File: config.mk
export PLATFORM = sky130hd
export DESIGN_NAME = pipe_add
export DESIGN_NICKNAME = d
export VERILOG_FILES = /design/src/rtl/add_pkg.sv /design/src/rtl/add_slice.sv /design/src/rtl/pipe_add.sv
export SDC_FILE = /design/constraint.sdc
export NUM_CORES = 1
export LEC_CHECK = 0
export BUFFER_PORTS_ARGS = -buffer_cell sky130_fd_sc_hd__buf_2
export CAP_MARGIN = 5
export CORE_MARGIN = 3
export CORE_UTILIZATION = 40
export CTS_BUF_LIST = sky130_fd_sc_hd__clkbuf_4
export DETAILED_ROUTE_END_ITERATION = 12
export GPL_ROUTABILITY_DRIVEN = 0
export GPL_TIMING_DRIVEN = 0
export HOLD_SLACK_MARGIN = 0.12
export PLACE_DENSITY = 0.57
export SLEW_MARGIN = 40
export SYNTH_ARGS = -nofsm -noshare
export SYNTH_HDL_FRONTEND = slang
export SYNTH_SLANG_ARGS = --single-unit
File: constraint.sdc
create_clock -name clk -period 3.63 [get_ports clk]
set_input_delay 0.726 -clock clk [delete_from_list [all_inputs] [get_ports clk]]
set_output_delay 0.726 -clock clk [all_outputs]
set_load 0.02 [all_outputs]
File: src/rtl/add_pkg.sv
// add_pkg: operation codes shared by pipe_add and its users
package add_pkg;
  typedef enum logic [1:0] {OP_ADD, OP_SUB, OP_ADDC} op_t;
endpackage

File: src/rtl/add_slice.sv
// add_slice: combinational N-bit ripple adder
// ports: a, b operands; ci carry-in; s sum; co carry-out; c_msb carry into bit N-1
module add_slice #(
  parameter int N = 8
) (
  input  logic [N-1:0] a,
  input  logic [N-1:0] b,
  input  logic         ci,
  output logic [N-1:0] s,
  output logic         co,
  output logic         c_msb
);
  assign {co, s} = {1'b0, a} + {1'b0, b} + {{N{1'b0}}, ci};
  assign c_msb = a[N-1] ^ b[N-1] ^ s[N-1];
endmodule

File: src/rtl/pipe_add.sv
// pipe_add: pipelined WIDTH-bit add/sub, one SLICE-bit carry-chained stage per clock
// ports: clk, reset_n (async low); in_valid/in_ready + op, a, b, cin accept an operation;
//        out_valid/out_ready hand over sum, co (carry-out, 1 = no borrow on sub), ovf (signed overflow)
module pipe_add
  import add_pkg::*;
#(
  parameter int WIDTH = 32,
  parameter int SLICE = 8
) (
  input  logic             clk,
  input  logic             reset_n,
  input  logic             in_valid,
  output logic             in_ready,
  input  op_t              op,
  input  logic [WIDTH-1:0] a,
  input  logic [WIDTH-1:0] b,
  input  logic             cin,
  output logic             out_valid,
  input  logic             out_ready,
  output logic [WIDTH-1:0] sum,
  output logic             co,
  output logic             ovf
);
  localparam int SL = (SLICE < 1) ? 1 : SLICE;
  localparam int STAGES = WIDTH / SL;
  if (SLICE < 1 || WIDTH % SL != 0) begin : g_bad
    $error("pipe_add: SLICE must be >= 1 and divide WIDTH");
  end
  // index j < STAGES holds the operands waiting for slice j; index STAGES is the output register
  logic [STAGES:0]              v_q, v_d, c_q, c_d;
  logic [STAGES:0][WIDTH-1:0]   r_q, r_d;
  logic [STAGES-1:0][WIDTH-1:0] a_q, a_d, b_q, b_d;
  logic                         ovf_q, ovf_d;
  logic                         unused;
  assign in_ready = !v_q[STAGES] || out_ready;
  assign v_d[0] = in_valid;
  assign a_d[0] = a;
  assign b_d[0] = (op == OP_SUB) ? ~b : b;
  assign c_d[0] = (op == OP_SUB) ? 1'b1 : (op == OP_ADDC) ? cin : 1'b0;
  assign r_d[0] = '0;
  for (genvar i = 0; i < STAGES; i++) begin : g_st
    logic [SLICE-1:0] s;
    logic [WIDTH-1:0] r;
    logic             co_s, cm;
    add_slice #(.N(SLICE)) u_slice (
      .a    (a_q[i][i*SLICE +: SLICE]),
      .b    (b_q[i][i*SLICE +: SLICE]),
      .ci   (c_q[i]),
      .s    (s),
      .co   (co_s),
      .c_msb(cm)
    );
    always_comb begin
      r = r_q[i];
      r[i*SLICE +: SLICE] = s;
    end
    assign r_d[i+1] = r;
    assign v_d[i+1] = v_q[i];
    assign c_d[i+1] = co_s;
    if (i < STAGES - 1) begin : g_fwd
      assign a_d[i+1] = a_q[i];
      assign b_d[i+1] = b_q[i];
    end else begin : g_last
      assign ovf_d = co_s ^ cm;
    end
  end
  // global stall: every stage, valid bits included, holds while the output is blocked
  always_ff @(posedge clk or negedge reset_n) begin
    if (!reset_n) begin
      v_q   <= '0;
      c_q   <= '0;
      r_q   <= '0;
      a_q   <= '0;
      b_q   <= '0;
      ovf_q <= 1'b0;
    end else if (in_ready) begin
      v_q   <= v_d;
      c_q   <= c_d;
      r_q   <= r_d;
      a_q   <= a_d;
      b_q   <= b_d;
      ovf_q <= ovf_d;
    end
  end
  assign out_valid = v_q[STAGES];
  assign sum       = r_q[STAGES];
  assign co        = c_q[STAGES];
  assign ovf       = ovf_q;
  assign unused    = ^{a_q[STAGES-1], b_q[STAGES-1]};
endmodule
==> results_dict.tcl <==
set metrics [dict create \
    ys_types 42 \
    ctsResizeCount 0 \
    antenna_found_initial 1 \
    chipWidth_um 171 \
    intPower_mw 7.28 \
    grt_pass1_vias 8330 \
    wl_um 25800 \
    drt_iter0_markers 446 \
    hold_violations 0 \
    ant_nets 0 \
    pin_count 107 \
    slew-limit-headroom_pct 48.8 \
    holdPathStages 3 \
    worst_slew_pin_slew_ns 0.768 \
    critical_path_class "reg -> out" \
    cts_tree "done" \
    start_kind "flip-flop" \
    fin_skew_ns 0.0358 \
    final_cells 1764 \
    most-common-layout-cells "nand2_1, dfrtp_1, buf_2, clkbuf_4, xnor2_1" \
    rsz0062_at_grt "false" \
    drv_cap 0 \
    first_pass_iters 4 \
    fillers 2678 \
    post_cts_buffers 0 \
    p_sw_share_pct 38.7 \
    maxSlewViolCount 0 \
    hp-class "in -> reg" \
    avgSynthCellArea_um2 9.13 \
    cts_root_buf "clkbuf_4" \
    cts_hold_buf 1 \
    vias 8192 \
    crit_fanout 10 \
    cts.sinks 251 \
    async_flop_share_pct 100 \
    p_sw_mw 4.59 \
    insertion_delay_ns 0.66 \
    yosys_most_used_dff "dfrtp_1" \
    grt_start_max_net_pins 75 \
    path_clk_slew_ns 0.06 \
    outcome "completed" \
    rows 59 \
    vias_per_cell 4.64 \
    dpl.hpwl_um 18400 \
    initial_core_util_pct 41.4 \
    wl_per_cell_um 14.6 \
    period_share_pct 79.6 \
    syn_to_final_growth_pct 17.7 \
    p_leak_nw 6.77 \
    syn_nets 1304 \
    core-area_um2 26400 \
    final_common_cell "nand2_1" \
    setup_viol 0 \
    port_buffers 106 \
    dp.cells 1641 \
    power.density_nw_per_um2 922 \
    grt.overflow.total 0 \
    die_area_um2 29400 \
    crit_required_ns 2.90 \
    fin_tns_setup_ns 0 \
    pwr-share-comb_pct 38.2 \
    reg2reg_depth 7 \
    netlist_area_um2 10900 \
    synth-edff-count 0 \
    htree_levels 3 \
    grt_pass1_wl_um 42600 \
    track_usage_pct 18.3 \
    max_freq_mhz 346 \
    end_kind "primary output" \
    syn_inst 1197 \
    synth-seq-cells 251 \
    dieHeight_um 171 \
    pwr-share-clk_pct 21.5 \
    drc_errors 0 \
    drive_above_1_share_pct 19.2 \
    ys_seq_area_share_pct 57.4 \
    cts_buffer_depth 3 \
    ir_worst_vdd_mv 0.317 \
    numCtsBuffers 70 \
    nNetsFinal 1486 \
    pwr-share-seq_pct 40.3 \
    worstPathArrival_ns 2.16 \
    ys_warn_count 0 \
    fin_crit_ns 2.89 \
]
## power groups by stage
stage	logic, mW	clock network [mW]	registers, mW
floorplan	3.12	0	4.86
global placement	4.47	0	4.82
detailed placement	4.58	0	4.84
CTS	4.61	2.63	4.79
global route	5.20	2.79	4.94
finish	4.54	2.55	4.78
## final timing paths
path                                      startpoint                    to  slack (ns)
min in group asynchronous                    reset_n   b_d[44]$_DFFE_PN0P_        0.59
worst max register to register  a_d[112]$_DFFE_PN0P_    c_q[3]$_DFFE_PN0P_        1.31
max in group asynchronous                    reset_n   b_d[32]$_DFFE_PN0P_        1.95
worst min-delay path                           a[23]   a_d[55]$_DFFE_PN0P_        0.27
worst max-delay path              v_q[4]$_DFFE_PN0P_              in_ready        0.74
worst min register to register   a_d[93]$_DFFE_PN0P_  a_d[125]$_DFFE_PN0P_        0.44
## layer usage
| metal | track usage [%] | share of wire, % |
|---|---|---|
| met1 | 26.7 | 49 |
| met2 | 27.3 | 43 |
| met3 | 3.72 | 5.3 |
| met4 | 6.58 | 2.0 |
| met5 | 0 | 0 |
## synth_stat cells (2+ instances only)
library cell	n	share of area [%]
clkbuf_2	3	0.14
a41o_1	3	0.27
or4b_1	2	0.18
nor2b_1	2	0.11
nand4b_1	2	0.16
fa_1	8	1.5
o21ai_1	36	1.6
nand2b_1	3	0.17
nor2_1	19	0.65
o21ai_0	13	0.60
o211ai_1	6	0.41
a21oi_2	2	0.16
nor4b_1	3	0.24
buf_4	8	0.55
o31a_1	2	0.16
nand2_1	621	21
ha_1	28	3.2
nand3_1	5	0.23
inv_1	7	0.24
a211oi_1	4	0.27
a21o_1	10	0.69
xor2_1	7	0.56
a21o_4	2	0.27
nand4_1	4	0.23
clkbuf_8	2	0.25
buf_2	33	1.5
dfrtp_1	251	57
xnor2_1	46	3.7
clkbuf_1	19	0.65
nor3b_1	4	0.27
a21oi_1	31	1.4
## critical path, stage by stage, from the launching register on
cell	delay, ns
dfrtp_1	0.38
nor2b_4	0.12
buf_4	0.18
clkinv_2	0.13
buf_6	0.19
buf_2	0.28
buf_2	0.21
## registers in the layout (all words and copies together), names as in the netlist, 5 cells and up
name    cells
v_q         5
a_q         8
b_d        72
c_q         5
a_d        72
sum        32
g_st.r     48
b_q         8
## cell families after synthesis
group / synth area share (%)
simple gates: 23.9
flops: 57.4
compound gates: 6.25
buf+inv: 3.49
xor+xnor: 4.25
fa+ha+maj: 4.67
## metrics by stage
stage          area, um2  hold WS, ns  utilization, %  power, mW  worst slack, ns
3_5_place_dp       12000        0.452            45.3       9.42            0.990
4_1_cts            12900        0.237            48.7       12.0            0.698
3_3_place_gp       11900        0.447            45.0       9.29            -2.78
6_report           12900        0.270            48.7       11.9            0.741
2_1_floorplan      10900        0.430               -       7.98             1.45
5_1_grt            12900        0.238            48.7       12.9            0.636
## layout make-up
class | count | area, um2 | area share (%)
timing repair buffer | 110 | 633 | 4.92
tap | 335 | 419 | 3.26
inverter | 8 | 31.3 | 0.243
antenna | 1 | 2.50 | 0.0194
clock inverter | 13 | 75.1 | 0.583
buffer | 66 | 350 | 2.72
sequential | 251 | 6280 | 48.8
clock buffer | 108 | 811 | 6.30
multi-input combinational | 872 | 4270 | 33.2
No activity file was read; power rests on OpenSTA's default activity.
